===== config.mk =====
export PLATFORM = sky130hd
export DESIGN_NAME = conv_sequencer
export DESIGN_NICKNAME = d
export VERILOG_FILES = /design/src/rtl/conv_sequencer.sv
export SDC_FILE = /design/constraint.sdc
export NUM_CORES = 1
export LEC_CHECK = 0
export ABC_AREA = 1
export ABC_CLOCK_PERIOD_IN_PS = 10030
export BUFFER_PORTS_ARGS = -buffer_cell sky130_fd_sc_hd__buf_2
export CAP_MARGIN = 0
export CORE_MARGIN = 8
export CORE_UTILIZATION = 35
export CTS_CLUSTER_SIZE = 30
export DETAILED_ROUTE_END_ITERATION = 12
export HOLD_SLACK_MARGIN = 0.08
export PLACE_DENSITY = 0.64
export SLEW_MARGIN = 20
export SYNTH_ARGS = -nofsm -noshare
export SYNTH_HDL_FRONTEND = slang
export SYNTH_SLANG_ARGS = --single-unit

===== constraint.sdc =====
create_clock -name i_clk -period 10.03 [get_ports i_clk]
set_clock_uncertainty 0.05 [all_clocks]
set_input_delay 1.003 -clock i_clk [delete_from_list [all_inputs] [get_ports i_clk]]
set_output_delay 1.003 -clock i_clk [all_outputs]
set_load 0.01 [all_outputs]

===== src/rtl/conv_sequencer.sv =====
// Convolution sequencer: loads the kernel once, then streams every valid
// K x K image window through the MAC engine and writes each result out.
module conv_sequencer #(
  parameter int unsigned KERNEL_SIZE     = 3,
  parameter int unsigned DATA_WIDTH      = 8,
  parameter int unsigned SRAM_ADDR_WIDTH = 8,
  parameter int unsigned IMG_W           = 8,
  parameter int unsigned IMG_H           = 8,
  parameter int unsigned OUT_ADDR_WIDTH  = 6
) (
  input  logic                       i_clk,
  input  logic                       i_rst,
  input  logic                       i_start,
  input  logic                       i_abort,
  input  logic [SRAM_ADDR_WIDTH-1:0] i_img_base,
  input  logic [SRAM_ADDR_WIDTH-1:0] i_kern_base,
  output logic                       o_sram_rd,
  output logic [SRAM_ADDR_WIDTH-1:0] o_sram_addr,
  output logic                       o_eng_valid,
  output logic                       o_eng_sel,
  output logic                       o_eng_first,
  output logic                       o_eng_last,
  input  logic                       i_eng_done,
  input  logic [DATA_WIDTH-1:0]      i_eng_result,
  output logic                       o_wr_en,
  output logic [OUT_ADDR_WIDTH-1:0]  o_wr_addr,
  output logic [DATA_WIDTH-1:0]      o_wr_data,
  output logic                       o_busy,
  output logic                       o_done
);

  localparam int unsigned K     = KERNEL_SIZE;
  localparam int unsigned OUT_W = IMG_W - K + 1;
  localparam int unsigned OUT_H = IMG_H - K + 1;
  localparam int unsigned KW    = $clog2(K + 1);
  localparam int unsigned CW    = $clog2(OUT_W + 1);
  localparam int unsigned RW    = $clog2(OUT_H + 1);
  localparam int unsigned AW    = SRAM_ADDR_WIDTH;
  localparam int unsigned OW    = OUT_ADDR_WIDTH;
  localparam int unsigned DW    = DATA_WIDTH;

  typedef enum logic [2:0] {
    S_IDLE,
    S_LOAD_KERNEL,
    S_LOAD_WINDOW,
    S_WAIT_RESULT,
    S_WRITE,
    S_DONE
  } state_e;

  state_e        state_q, state_d;
  logic [KW-1:0] kx_q, kx_d, ky_q, ky_d;
  logic [CW-1:0] col_q, col_d;
  logic [RW-1:0] row_q, row_d;
  logic [AW-1:0] img_base_q, img_base_d, kern_base_q, kern_base_d;
  logic [DW-1:0] res_q, res_d;

  logic          sram_rd_q, sram_rd_d;
  logic [AW-1:0] sram_addr_q, sram_addr_d;
  logic          sel_q, sel_d, first_q, first_d, last_q, last_d;
  logic          eng_valid_q, eng_valid_d, eng_sel_q, eng_sel_d;
  logic          eng_first_q, eng_first_d, eng_last_q, eng_last_d;
  logic          wr_en_q, wr_en_d;
  logic [OW-1:0] wr_addr_q, wr_addr_d;
  logic [DW-1:0] wr_data_q, wr_data_d;
  logic          busy_q, busy_d, done_q, done_d;

  logic          elem_end;
  logic          pix_end;

  assign elem_end = (kx_q == KW'(K - 1)) && (ky_q == KW'(K - 1));
  assign pix_end  = (col_q == CW'(OUT_W - 1)) && (row_q == RW'(OUT_H - 1));

  // Next state and traversal counters; abort overrides everything outside IDLE.
  always_comb begin
    state_d     = state_q;
    kx_d        = kx_q;
    ky_d        = ky_q;
    col_d       = col_q;
    row_d       = row_q;
    img_base_d  = img_base_q;
    kern_base_d = kern_base_q;
    res_d       = res_q;

    case (state_q)
      S_IDLE: begin
        if (i_start && !i_abort) begin
          img_base_d  = i_img_base;
          kern_base_d = i_kern_base;
          kx_d        = '0;
          ky_d        = '0;
          col_d       = '0;
          row_d       = '0;
          state_d     = S_LOAD_KERNEL;
        end
      end
      S_LOAD_KERNEL, S_LOAD_WINDOW: begin
        if (kx_q == KW'(K - 1)) begin
          kx_d = '0;
          ky_d = ky_q + KW'(1);
        end else begin
          kx_d = kx_q + KW'(1);
        end
        if (elem_end) begin
          ky_d    = '0;
          state_d = (state_q == S_LOAD_KERNEL) ? S_LOAD_WINDOW : S_WAIT_RESULT;
        end
      end
      S_WAIT_RESULT: begin
        if (i_eng_done) begin
          res_d   = i_eng_result;
          state_d = S_WRITE;
        end
      end
      S_WRITE: begin
        if (pix_end) begin
          state_d = S_DONE;
        end else begin
          if (col_q == CW'(OUT_W - 1)) begin
            col_d = '0;
            row_d = row_q + RW'(1);
          end else begin
            col_d = col_q + CW'(1);
          end
          state_d = S_LOAD_WINDOW;
        end
      end
      S_DONE:  state_d = S_IDLE;
      default: state_d = S_IDLE;
    endcase

    if (i_abort && (state_q != S_IDLE)) begin
      state_d = S_IDLE;
    end
  end

  // Registered outputs are decoded from the upcoming state so they line up with it.
  always_comb begin
    sram_rd_d   = 1'b0;
    sram_addr_d = '0;
    sel_d       = 1'b0;
    first_d     = 1'b0;
    last_d      = 1'b0;
    wr_en_d     = 1'b0;
    wr_addr_d   = '0;
    wr_data_d   = '0;
    busy_d      = (state_d != S_IDLE);
    done_d      = (state_d == S_DONE);
    eng_valid_d = sram_rd_q;
    eng_sel_d   = sel_q;
    eng_first_d = first_q;
    eng_last_d  = last_q;

    if ((state_d == S_LOAD_KERNEL) || (state_d == S_LOAD_WINDOW)) begin
      sram_rd_d = 1'b1;
      sel_d     = (state_d == S_LOAD_WINDOW);
      first_d   = (kx_d == '0) && (ky_d == '0);
      last_d    = (kx_d == KW'(K - 1)) && (ky_d == KW'(K - 1));
      if (sel_d) begin
        sram_addr_d = img_base_d + (AW'(row_d) + AW'(ky_d)) * AW'(IMG_W)
                    + AW'(col_d) + AW'(kx_d);
      end else begin
        sram_addr_d = kern_base_d + AW'(ky_d) * AW'(K) + AW'(kx_d);
      end
    end

    if (state_d == S_WRITE) begin
      wr_en_d   = 1'b1;
      wr_addr_d = OW'(row_d) * OW'(OUT_W) + OW'(col_d);
      wr_data_d = res_d;
    end
  end

  always_ff @(posedge i_clk or posedge i_rst) begin
    if (i_rst) begin
      state_q <= S_IDLE;
    end else begin
      state_q <= state_d;
    end
  end

  always_ff @(posedge i_clk or posedge i_rst) begin
    if (i_rst) begin
      kx_q        <= '0;
      ky_q        <= '0;
      col_q       <= '0;
      row_q       <= '0;
      img_base_q  <= '0;
      kern_base_q <= '0;
      res_q       <= '0;
      sram_rd_q   <= 1'b0;
      sram_addr_q <= '0;
      sel_q       <= 1'b0;
      first_q     <= 1'b0;
      last_q      <= 1'b0;
      eng_valid_q <= 1'b0;
      eng_sel_q   <= 1'b0;
      eng_first_q <= 1'b0;
      eng_last_q  <= 1'b0;
      wr_en_q     <= 1'b0;
      wr_addr_q   <= '0;
      wr_data_q   <= '0;
      busy_q      <= 1'b0;
      done_q      <= 1'b0;
    end else begin
      kx_q        <= kx_d;
      ky_q        <= ky_d;
      col_q       <= col_d;
      row_q       <= row_d;
      img_base_q  <= img_base_d;
      kern_base_q <= kern_base_d;
      res_q       <= res_d;
      sram_rd_q   <= sram_rd_d;
      sram_addr_q <= sram_addr_d;
      sel_q       <= sel_d;
      first_q     <= first_d;
      last_q      <= last_d;
      eng_valid_q <= eng_valid_d;
      eng_sel_q   <= eng_sel_d;
      eng_first_q <= eng_first_d;
      eng_last_q  <= eng_last_d;
      wr_en_q     <= wr_en_d;
      wr_addr_q   <= wr_addr_d;
      wr_data_q   <= wr_data_d;
      busy_q      <= busy_d;
      done_q      <= done_d;
    end
  end

  assign o_sram_rd   = sram_rd_q;
  assign o_sram_addr = sram_addr_q;
  assign o_eng_valid = eng_valid_q;
  assign o_eng_sel   = eng_sel_q;
  assign o_eng_first = eng_first_q;
  assign o_eng_last  = eng_last_q;
  assign o_wr_en     = wr_en_q;
  assign o_wr_addr   = wr_addr_q;
  assign o_wr_data   = wr_data_q;
  assign o_busy      = busy_q;
  assign o_done      = done_q;

endmodule


[After elaboration in Yosys (flattened, before gate mapping)]
Cells that the tools add are included.
Storage, ports and cells
  register bits: 70
  word-level logic and storage cells: 100
Cells by class
  $add $sub $neg: 11
  $mul: 2
  eq/ne operators: 14
  muxes and demuxes: 37
  reduce and logical (&&, ||, !) cells: 14
Operators with widths (number)
  2-to-1 mux 8 bit: 9
  2-to-1 mux 3 bit: 11
  adder 8 x 2 -> 8 bit: 2
  equality test 3 bit, second input constant: 5
  one-hot mux 3 bit (2 select lines): 2
  one-hot mux 3 bit (4 select lines): 1
  2-to-1 mux 2 bit: 5
  equality test 3 x 2 -> 1 bit, second input constant: 3
  adder 8 x 3 -> 8 bit: 1
  adder 8 x 4 -> 8 bit: 1
  adder 8 x 7 -> 8 bit: 1
  equality test 2 bit, second input constant: 4
  one-hot mux 2 bit (2 select lines): 2
  adder 3 x 1 -> 3 bit, second input constant: 2
  adder 6 x 3 -> 6 bit: 1
  equality test 3 x 1 -> 1 bit, second input constant: 2
  logical AND 1 bit: 6
  2-to-1 mux 1 bit: 6
  2-to-1 mux 6 bit: 1
  nonzero test 3 bit: 2
  multiplier 3 x 2 -> 5 bit, second input constant: 1
  adder 2 x 1 -> 2 bit, second input constant: 2
  adder 3 x 2 -> 4 bit: 1
  zero test 2 bit: 2
  other kinds (5): 5

[Depth between registers and ports, before layout]
  depth after elaboration: 10
  depth in mapped cells: 24
  gate-level depth less buffers: 24

[Worst setup path before layout]
Ideal clock, no wire load.
  kind: input to register
  start point: input port i_start
  end point: register sram_addr_q[7] (netlist: o_sram_addr[7])
  setup time: 115 ps
  arrival time: 3926 ps
  path slack: 5939 ps
  stages on the path: 21
  path through: inv_1 -> nor2_1 -> o21ai_1 -> inv_1 -> o21ai_0 -> fa_1 -> inv_1 -> fa_1 -> inv_1 -> ha_1 -> fa_1 -> inv_1 -> nor2_1 -> nor2_1 -> inv_1 -> nand3_1 -> nand2_1 -> nand2_1 -> nand2_1 -> nand2_1 -> nor2_1
On the way
  word-level cells in the longest chain between the ends: 9
  elaborated cells on any way between the ends: 28
  classes of those cells: add/sub: 6; mul: 1; eq/ne: 2; mux: 17; reduce/logical: 2
RTL lines
  start, declared: line 13  | input logic i_start,
  logical AND 1 bit *: line 87  | if (i_start && !i_abort) begin
  2-to-1 mux 2 bit *: line 87
  one-hot mux 2 bit (2 select lines) *: line 85  | case (state_q)
  named net ky_d[0]: line 52  | logic [KW-1:0] kx_q, kx_d, ky_q, ky_d;
  adder 3 x 2 -> 4 bit: line 160  | sram_addr_d = img_base_d + (AW'(row_d) + AW'(ky_d)) * AW'(IMG_W)
  adder 8 x 7 -> 8 bit: line 160
  adder 8 x 3 -> 8 bit: line 161  | + AW'(col_d) + AW'(kx_d);
  adder 8 x 2 -> 8 bit: line 161
  2-to-1 mux 8 bit *: line 159  | if (sel_d) begin
  2-to-1 mux 8 bit *: line 154  | if ((state_d == S_LOAD_KERNEL) || (state_d == S_LOAD_WINDOW)) begin
  named net sram_addr_d[7]: line 59  | logic [AW-1:0] sram_addr_q, sram_addr_d;
  end signal, assigned: line 214  | sram_addr_q <= sram_addr_d;
  end, declared: line 59
The timed path passes the listed nets; every way through them passes the cells marked *.

[Final worst setup path]
  start point: input port i_abort
  end point: register sram_addr_q[7] (netlist: o_sram_addr[7])
On the way
  word-level cells in the longest chain between the ends: 10
  elaborated cells on any way between the ends: 30
  classes of those cells: add/sub: 6; mul: 1; eq/ne: 2; mux: 17; reduce/logical: 4
RTL lines
  start, declared: line 14  | input logic i_abort,
  zero test 1 bit *: line 87
  logical AND 1 bit *: line 87
  2-to-1 mux 2 bit *: line 87
  one-hot mux 2 bit (2 select lines) *: line 85
  named net ky_d[0]: line 52
  adder 3 x 2 -> 4 bit: line 160
  adder 8 x 7 -> 8 bit: line 160
  adder 8 x 3 -> 8 bit: line 161
  adder 8 x 2 -> 8 bit: line 161
  2-to-1 mux 8 bit *: line 159
  2-to-1 mux 8 bit *: line 154
  named net sram_addr_d[7]: line 59
Marked as above.

==> impl_metrics.json <==
{
  "status": "finished, final reports clean",
  "nets": 589,
  "dieArea_um2": 15000,
  "syn-num-nets": 524,
  "cts_made_buffers": 9,
  "ctsHoldBuffers": 0,
  "initial_utilization": 0.353,
  "ir_drop_uv": 110,
  "hold_path_end": "o_eng_first$_DFF_PP0_",
  "num_io_pins": 59,
  "ant_nets": 0,
  "synth_warnings": 0,
  "ys_seq_area_frac": 0.440,
  "required_ps": 10210,
  "fin_crit_ps": 4250,
  "grt_pass1_vias": 3369,
  "final_cell_mix": "nand2_1, dfrtp_1, inv_1, buf_2, ha_1",
  "post_cts_buffers": 0,
  "synth_top_area_share": 0.440,
  "filler_cell_count": 1098,
  "htreeDepth": 3,
  "antenna_cells": 0,
  "routed_via_density": 4.73,
  "die_x_um": 123,
  "grt.total_usage": 0.134,
  "final_common_cell": "nand2_1",
  "drv_cap": 0,
  "synth.area.top_cells": "dfrtp_1, ha_1, nand2_1",
  "drc": 0,
  "io_buffers": 58,
  "setup_viol": 0,
  "path_clk_slew_ps": 60,
  "cts_tree": "built",
  "arrival_ps": 4430,
  "synth_top_area_cell": "dfrtp_1",
  "period_share": 0.424,
  "worst_pin_slew_ps": 871,
  "r2r_setup_slack_ps": 5840,
  "grt_pass1_wl_um": 15800,
  "cts_buffer_depth": 2,
  "clk-insertion-delay-late_ps": 330,
  "grt_max_degree": 71,
  "crit_chain": "buf_2 > nor2_1 > o21ai_1 > inv_1 > o21ai_0 > fa_1 > inv_1 > fa_1 > inv_1 > ha_1 > fa_1 > inv_1 > nor2_1 > nor2_1 > inv_1 > nand3_1 > nand2_1 > nand2_1 > nand2_1 > nand2_1 > nor2_1",
  "numClockSinks": 70,
  "synth.cell_area_um2": 3980,
  "gp_congestion": 0.932,
  "dp_hpwl_um": 7060,
  "critical_path_peak_fanout": 5,
  "placed_area_um2": 4420,
  "vias": 3158,
  "fin_util": 0.426,
  "totalWireLength_um": 9300,
  "cts_root_buf": "clkbuf_16",
  "end_kind": "register",
  "initialDrtViolationCount": 191,
  "hold_path_depth": 0,
  "leakagePower_uw": 0.00269,
  "synth_cells": 454,
  "worstReg2RegStart": "state_q[0]$_DFF_PP0_",
  "finalHoldViolations": 0,
  "chipHeight_um": 123,
  "layout-drive-gt1-share": 0.244,
  "area_growth_pct": 20.7,
  "max_freq_ghz": 0.235,
  "dr.pass1.iters": 4,
  "instances_no_fill": 667,
  "synth_cell_types": 32,
  "wl_per_cell_um": 13.9,
  "rsz0062_at_grt": "false",
  "start_kind": "input port",
  "hold_class": "register to register",
  "maxSlewViolCount": 0,
  "hold_ws_ps": 297,
  "antenna_found_initial": 0,
  "cp_slowest_stage_delay_ps": 590,
  "path_class": "input port to register",
  "avgSynthCellArea_um2": 8.76,
  "p_per_area_nw_per_um2": 284,
  "r2r_end": "o_sram_addr[7]$_DFF_PP0_",
  "grt_overflow_total": 0,
  "fin_setup_tns_ps": 0,
  "std_cell_rows": 39,
  "synth-seq-cells": 70,
  "slew_headroom": 0.419,
  "core_um2": 11300,
  "reg2reg_depth": 19,
  "final_area_um2": 4800,
  "min_from": "eng_first_d$_DFF_PP0_",
  "cpMostUsedCell": "inv_1",
  "cts_resized": 0,
  "slowest_stage": "fa_1",
  "placed_cells": 651
}
per-layer routing:
layer  up-vias  part of all wire  track usage  wire length [µm]
li1       1557                 -            -                 -
met1      1522              0.43        0.162              4040
met2        61              0.49        0.223              4570
met3        18             0.052       0.0350               485
met4         0             0.022       0.0533               201
met5         -                 0            0                 0
per-stage QoR:
stage          setup WS [ps]  power [µW]
2_1_floorplan           5940         805
3_3_place_gp            5610         946
3_5_place_dp            5480         967
4_1_cts                 5790        1380
5_1_grt                 5380        1470
6_report                5780        1360
logic make-up after synthesis:
kind of cell               after synthesis  share of synthesized area
AOI/OAI and AO/OA                       43                     0.0604
and+or+nand+nor                        212                      0.257
adders and majority gates               41                      0.146
xor gates and xnor gates                 8                     0.0176
buffers and inverters                   80                     0.0790
DFF                                     70                      0.440
cell usage after synthesis:
cell	instances
a21o_1	1
a21oi_1	12
a31oi_1	1
buf_2	1
buf_4	1
buf_6	1
clkbuf_1	2
clkinv_2	1
dfrtp_1	70
fa_1	9
ha_1	32
inv_1	68
inv_2	6
nand2_1	100
nand2_2	7
nand2_4	4
nand3_1	25
nand3_2	4
nand4_1	9
nor2_1	29
nor2_2	14
nor2_4	4
nor3_1	5
o2111a_1	1
o211ai_1	1
o21ai_0	19
o21ai_1	5
o21bai_1	2
o22ai_2	1
or2_2	11
xnor2_1	3
xor2_1	5
worst max path at each step:
stage / startpoint / cells after the start / slack [ps] / to
finish: i_abort / 21 / 5780 / o_sram_addr[7]$_DFF_PP0_
global route: i_start / 20 / 5380 / o_sram_addr[7]$_DFF_PP0_
CTS: i_abort / 21 / 5790 / o_sram_addr[7]$_DFF_PP0_
detailed placement: i_abort / 21 / 5480 / o_sram_addr[7]$_DFF_PP0_
global placement: i_abort / 21 / 5610 / o_sram_addr[7]$_DFF_PP0_
floorplan: i_start / 21 / 5940 / o_sram_addr[7]$_DFF_PP0_
registers in the layout, indices dropped and copies added (netlist names), 2 cells and up:
name / cells
img_base_q: 8
kern_base_q: 8
o_sram_addr: 8
o_wr_data: 8
res_q: 8
o_wr_addr: 6
col_q: 3
row_q: 3
state_q: 3
kx_q: 2
ky_q: 2
power breakdown:
group	switching, µW	internal [µW]
sequential	27.0	361
combinational	366	210
clock	123	276
final cells by class:
cell class                      count  area, µm²  share of cell area
Clock inverter                      5        129              0.0269
Tap cell                          143        179              0.0373
Multi-Input combinational cell    304       1920               0.399
Timing Repair Buffer               59        298              0.0620
Clock buffer                       11        243              0.0506
Inverter                           75        283              0.0589
Sequential cell                    70       1750               0.365
worst max-delay path: cells and delay by family:
| kind | cells | cell delay (ps) |
|---|---|---|
| adders and majority gates | 4 | 1700 |
| and+or+nand+nor | 9 | 790 |
| buffers and inverters | 6 | 490 |
| AOI/OAI and AO/OA | 2 | 420 |
No activity file was read; power rests on OpenSTA's default activity.
